<file path="src/rtl/mem_port_arbiter_if.sv">
// Bundle of the two requester ports and the memory port seen by mem_port_arbiter.
// The slave modport is the arbiter's view; master is the requesters plus memory.
interface mem_port_arbiter_if #(
  parameter int ADDR_W = 32,
  parameter int DATA_W = 32
);
  logic              c_req;
  logic              c_we;
  logic [ADDR_W-1:0] c_addr;
  logic [DATA_W-1:0] c_wdata;
  logic [DATA_W-1:0] c_rdata;
  logic              c_done;

  logic              d_req;
  logic              d_we;
  logic [ADDR_W-1:0] d_addr;
  logic [DATA_W-1:0] d_wdata;
  logic [DATA_W-1:0] d_rdata;
  logic              d_done;

  logic              m_en;
  logic              m_we;
  logic [ADDR_W-1:0] m_addr;
  logic [DATA_W-1:0] m_wdata;
  logic [DATA_W-1:0] m_rdata;

  modport slave (
    input  c_req, c_we, c_addr, c_wdata,
    output c_rdata, c_done,
    input  d_req, d_we, d_addr, d_wdata,
    output d_rdata, d_done,
    output m_en, m_we, m_addr, m_wdata,
    input  m_rdata
  );

  modport master (
    output c_req, c_we, c_addr, c_wdata,
    input  c_rdata, c_done,
    output d_req, d_we, d_addr, d_wdata,
    input  d_rdata, d_done,
    input  m_en, m_we, m_addr, m_wdata,
    output m_rdata
  );
endinterface

</file>
<file path="src/rtl/mem_port_arbiter.sv">
// Round-robin arbiter sharing one synchronous memory port between the CPU (c_*)
// and the loader/DMA (d_*); one access in flight at a time, req/done handshakes.
module mem_port_arbiter #(
  parameter int ADDR_W  = 32,
  parameter int DATA_W  = 32,
  parameter int MEM_LAT = 1
) (
  input  logic              clk,
  input  logic              rst,
  mem_port_arbiter_if.slave bus,
  output logic              busy,
  output logic              owner
);

  typedef enum logic [1:0] {IDLE, ISSUE, WAIT, DONE} state_t;

  state_t            state, state_nx;
  logic              grant, grant_d;
  logic              last_owner;
  logic              we_q;
  logic [ADDR_W-1:0] addr_q;
  logic [DATA_W-1:0] wdata_q;
  logic [DATA_W-1:0] c_rdata_q, d_rdata_q;
  logic [3:0]        cnt;

  generate
    if (MEM_LAT < 1 || MEM_LAT > 15) begin : g_bad_lat
      $error("mem_port_arbiter: MEM_LAT must be in 1..15");
    end
  endgenerate

  // NOTE: every signal written here gets a default first, so no path leaves it
  // unassigned and no latch is inferred.
  always_comb begin
    state_nx = state;
    grant    = 1'b0;
    grant_d  = 1'b0;
    case (state)
      IDLE: begin
        if (bus.c_req || bus.d_req) begin
          grant = 1'b1;
          // On a tie the port that was not served last wins.
          grant_d  = bus.d_req && (!bus.c_req || !last_owner);
          state_nx = ISSUE;
        end
      end
      ISSUE:   state_nx = WAIT;
      WAIT:    if (cnt == 4'd0) state_nx = DONE;
      DONE:    state_nx = IDLE;
      default: state_nx = IDLE;
    endcase
  end

  // NOTE: sequential state uses non-blocking assignments so all registers update
  // from the same pre-edge values.
  always_ff @(posedge clk) begin
    if (rst) begin
      state      <= IDLE;
      owner      <= 1'b0;
      last_owner <= 1'b1;
      we_q       <= 1'b0;
      addr_q     <= '0;
      wdata_q    <= '0;
      cnt        <= '0;
      c_rdata_q  <= '0;
      d_rdata_q  <= '0;
    end else begin
      state <= state_nx;
      if (grant) begin
        owner   <= grant_d;
        we_q    <= grant_d ? bus.d_we    : bus.c_we;
        addr_q  <= grant_d ? bus.d_addr  : bus.c_addr;
        wdata_q <= grant_d ? bus.d_wdata : bus.c_wdata;
      end
      if (state == ISSUE) cnt <= 4'(MEM_LAT - 1);
      if (state == WAIT) begin
        if (cnt != 4'd0) begin
          cnt <= cnt - 4'd1;
        end else if (!we_q) begin
          if (owner) d_rdata_q <= bus.m_rdata;
          else       c_rdata_q <= bus.m_rdata;
        end
      end
      if (state == DONE) last_owner <= owner;
    end
  end

  assign bus.m_en    = (state == ISSUE);
  assign bus.m_we    = (state == ISSUE) && we_q;
  assign bus.m_addr  = addr_q;
  assign bus.m_wdata = wdata_q;
  assign bus.c_rdata = c_rdata_q;
  assign bus.d_rdata = d_rdata_q;
  assign bus.c_done  = (state == DONE) && !owner;
  assign bus.d_done  = (state == DONE) && owner;
  assign busy        = (state != IDLE);

endmodule
</file>
<file path="src/flat_wrapper.sv">
// flat-port wrapper written by rule: the top's interface ports become plain ports
module mem_port_arbiter_flat 
#(
  parameter int ADDR_W  = 32,
  parameter int DATA_W  = 32,
  parameter int MEM_LAT = 1
)
  (clk, rst, busy, owner, bus_c_req, bus_c_we, bus_c_addr, bus_c_wdata, bus_c_rdata, bus_c_done, bus_d_req, bus_d_we, bus_d_addr, bus_d_wdata, bus_d_rdata, bus_d_done, bus_m_en, bus_m_we, bus_m_addr, bus_m_wdata, bus_m_rdata);
  mem_port_arbiter_if #(.ADDR_W(ADDR_W), .DATA_W(DATA_W)) bus_i ();
  input  logic clk;
  input  logic rst;
  output logic busy;
  output logic owner;
  input wire logic [$bits(bus_i.c_req)-1:0] bus_c_req;
  input wire logic [$bits(bus_i.c_we)-1:0] bus_c_we;
  input wire logic [$bits(bus_i.c_addr)-1:0] bus_c_addr;
  input wire logic [$bits(bus_i.c_wdata)-1:0] bus_c_wdata;
  output wire logic [$bits(bus_i.c_rdata)-1:0] bus_c_rdata;
  output wire logic [$bits(bus_i.c_done)-1:0] bus_c_done;
  input wire logic [$bits(bus_i.d_req)-1:0] bus_d_req;
  input wire logic [$bits(bus_i.d_we)-1:0] bus_d_we;
  input wire logic [$bits(bus_i.d_addr)-1:0] bus_d_addr;
  input wire logic [$bits(bus_i.d_wdata)-1:0] bus_d_wdata;
  output wire logic [$bits(bus_i.d_rdata)-1:0] bus_d_rdata;
  output wire logic [$bits(bus_i.d_done)-1:0] bus_d_done;
  output wire logic [$bits(bus_i.m_en)-1:0] bus_m_en;
  output wire logic [$bits(bus_i.m_we)-1:0] bus_m_we;
  output wire logic [$bits(bus_i.m_addr)-1:0] bus_m_addr;
  output wire logic [$bits(bus_i.m_wdata)-1:0] bus_m_wdata;
  input wire logic [$bits(bus_i.m_rdata)-1:0] bus_m_rdata;
  assign bus_i.c_req = bus_c_req;
  assign bus_i.c_we = bus_c_we;
  assign bus_i.c_addr = bus_c_addr;
  assign bus_i.c_wdata = bus_c_wdata;
  assign bus_c_rdata = bus_i.c_rdata;
  assign bus_c_done = bus_i.c_done;
  assign bus_i.d_req = bus_d_req;
  assign bus_i.d_we = bus_d_we;
  assign bus_i.d_addr = bus_d_addr;
  assign bus_i.d_wdata = bus_d_wdata;
  assign bus_d_rdata = bus_i.d_rdata;
  assign bus_d_done = bus_i.d_done;
  assign bus_m_en = bus_i.m_en;
  assign bus_m_we = bus_i.m_we;
  assign bus_m_addr = bus_i.m_addr;
  assign bus_m_wdata = bus_i.m_wdata;
  assign bus_i.m_rdata = bus_m_rdata;
  mem_port_arbiter #(.ADDR_W(ADDR_W), .DATA_W(DATA_W), .MEM_LAT(MEM_LAT)) u_core (.clk(clk), .rst(rst), .bus(bus_i), .busy(busy), .owner(owner));
endmodule
</file>
<file path="config.mk">
export PLATFORM = sky130hd
export DESIGN_NAME = mem_port_arbiter_flat
export DESIGN_NICKNAME = d
export VERILOG_FILES = /design/src/rtl/mem_port_arbiter_if.sv /design/src/rtl/mem_port_arbiter.sv /design/src/flat_wrapper.sv
export SDC_FILE = /design/constraint.sdc
export NUM_CORES = 1
export LEC_CHECK = 0
export ABC_AREA = 1
export BUFFER_PORTS_ARGS = -buffer_cell sky130_fd_sc_hd__buf_4
export CAP_MARGIN = 10
export CORE_UTILIZATION = 50
export CTS_CLUSTER_DIAMETER = 150
export CTS_CLUSTER_SIZE = 12
export DETAILED_ROUTE_END_ITERATION = 8
export GPL_TIMING_DRIVEN = 0
export PLACE_DENSITY = 0.86
export SYNTH_ARGS = -nofsm -noshare
export SYNTH_HDL_FRONTEND = slang
export SYNTH_SLANG_ARGS = --single-unit
export TNS_END_PERCENT = 50
</file>
<file path="constraint.sdc">
create_clock -name clk -period 3.08 [get_ports clk]
set_clock_uncertainty 0.05 [all_clocks]
set_input_delay 0.308 -clock clk [delete_from_list [all_inputs] [get_ports clk]]
set_output_delay 0.308 -clock clk [all_outputs]
set_load 0.02 [all_outputs]
</file>
==> out/results.txt <==
Status = finished, final reports clean
Area Overhead vs Synth = 46.3%
Top cells by area, synth = dfxtp_1 42%, nand2_1 16%, nor2_1 15%, inv_1 6.5%, nand4_1 6.1%
Ant diodes = 0
Setup-failing EPs final = 0
Synth area leader = dfxtp_1
GRT Resource Usage Total = 30.9%
Hold Path Class = input pin to register
Met2 usage = 52.9%
Max Buffers Root-to-Sink = 2
Synth Area in Compound Gates = 0.818%
Yosys warns = 0
Setup Total Neg Slack = 0 ns
Worst vdd ir = 0.000431 V
Slew Limit Fails = 0
TritonCTS Buffers = 17
Final Cell Area = 0.00962 mm^2
RSZ-0062 raised after global routing = false
Max Clock Freq = 565 MHz
Share of the synthesized area in the top cell type = 41.7%
Worst-Margin Slew = 0.492 ns
Die Wd = 117 um
Per-cell routed wire length = 13.9 um
Mapped Nets = 1,191
Gate Count Post-Synth = 1,019
Met3 Use GR = 8.72%
Initial antenna violation count = 0
Synth Area in Simple Gates = 43.2%
Clk Latency, worst-skew pair = 0.41 ns
Avg Vias per Cell = 4.92
Most Crowded Layer GR = met2
Setup bufs post-CTS = 0
Crit-path max FO = 4
Endpoints failing hold = 0
Layout Nets = 1,508
CTS tree = done
I/O Buffers = 298
Met1 GRT Util = 35.0%
Hold Slack = 0.120 ns
Post-route DRC = 0
Netlist Area Pre-Place = 0.00657 mm^2
Row cnt = 41
Max cap viols = 0
Final ANT Viol Nets = 0
Setup CP Type = register to output port
Pwr Density = 813 mW/mm^2
#FFs+latches synth = 137
Clock slew at reported path FFs = 0.06 ns
Die ar. = 0.0136 mm^2
Sink Count = 137
H-tree level count = 4
Final HPWL DP = 16.1 mm
Pin count of the biggest net entering global routing = 17
Dpl cell area = 0.00903 mm^2
Critical Path End Type = output port
CP arrival = 1.41 ns
First-pass GRT wire length = 32.1 mm
Period minus WS final = 1.77 ns
Crit start category = register
Post-synthesis mux area share = 0%
Worst Path Required = 2.72 ns
CTS Hold Bufs = 0
Number of I/O pins = 300
Starting Density = 51.7%
Layout cell share with drive strength beyond 1 = 29.0%
Die H = 117 um
Part of the cycle the worst path needs = 57.4%
Drt first pass iters = 7
Relative slew slack = 67.2%
Core ar. = 0.0127 mm^2
Vias = 7,479
Root Buffer = clkbuf_16
Seq/Total Area, Yosys = 41.7%
Most common cell after layout, fill and taps aside = buf_4
Initial DRC count = 568
Grt total ovfl = 0
GP Congestion = 0.875
XOR/XNOR Fraction of Synth Area = 0.133%
Leakage = 0.00530 uW
Area share of fa/ha/maj cells after synthesis = 1.14%
Avg Cell Area, Syn = 6.45 um^2
Vias in the first global route = 6,705
Largest family of logic cells by synthesized area = simple AND/OR/NAND/NOR gates
Post-CTS Resized = 0
Count of different cell masters after synthesis = 21
Routed WL = 21.1 mm
Commonest non-fill, non-tap cells in the layout = 318 x buf_4, 278 x nand2_1, 263 x nor2_1
[where the power goes]
group	switching, uW	leakage (uW)	internal, uW	total (uW)
registers	246	0.00112	2200	2440
clock network	731	0.000295	1290	2020
logic	2030	0.00388	1320	3350
[final timing paths]
check / startpoint / end / slack [ns] / depth (start not counted)
worst max-delay path: u_core.state[1] / bus_m_we / 1.31 / 5
worst min-delay path: bus_d_wdata[11] / u_core.bus.m_wdata[11] / 0.12 / 5
worst max register to register: u_core.state[1] / u_core.bus.m_wdata[21] / 1.32 / 8
worst min register to register: u_core.bus.c_rdata[2] / u_core.bus.c_rdata[2] / 0.43 / 2
[layout make-up]
| cell class | instances | area, um^2 |
|---|---|---|
| sequential | 137 | 2740 |
| buffer | 68 | 415 |
| tap | 172 | 215 |
| clock buffer | 23 | 498 |
| multi-input combinational | 698 | 2980 |
| timing repair buffer | 298 | 2240 |
| clock inverter | 8 | 92.6 |
| inverter | 116 | 435 |
| fill | 1046 | 3110 |
[sequential cells by signal (all words and copies together), names as in the netlist]
register / count
u_core.we_q: 1
u_core.bus.d_rdata: 32
u_core.bus.m_addr: 32
u_core.cnt: 4
u_core.last_owner: 1
u_core.bus.c_rdata: 32
u_core.owner: 1
u_core.state: 2
u_core.bus.m_wdata: 32
[worst max-delay path, stage by stage (launching register included)]
cell and delay [ns]:
dfxtp_1 0.38, inv_1 0.10, ha_1 0.24, nand2_1 0.08, inv_1 0.05, buf_4 0.15
[stage by stage]
| stage | total power [uW] | utilization, % | std cells | setup WS, ns |
|---|---|---|---|---|
| 2_1_floorplan | 4500 | - | 1019 | 1.63 |
| 3_3_place_gp | 5730 | 70.9 | 1489 | 1.34 |
| 3_5_place_dp | 5790 | 70.9 | 1489 | 1.33 |
| 4_1_cts | 7820 | 75.6 | 1520 | 1.29 |
| 5_1_grt | 8280 | 75.6 | 1520 | 1.17 |
| 6_report | 7810 | 75.6 | 1520 | 1.31 |
[synthesized netlist by cell type, drive strengths merged]
cell type	n
o21ai	3
a21oi	7
dfxtp	137
buf	58
nor2	264
nand2	280
clkbuf	10
ha	6
nand4	64
xor2	1
nand3	71
inv	116
nor3	2
[routing by layer]
metal	wire length, um	up-vias	share of wire, %
li1	-	3751	-
met1	7980	3327	38
met2	10400	343	49
met3	1830	58	8.7
met4	872	0	4.1
met5	0	-	0
[kinds of logic after synthesis]
group	count (synthesis)
adders and majority gates	6
and+or+nand+nor	681
buffers and inverters	184
DFF	137
xor gates and xnor gates	1
AOI/OAI and AO/OA	10
(Power assumes the default switching activity.)
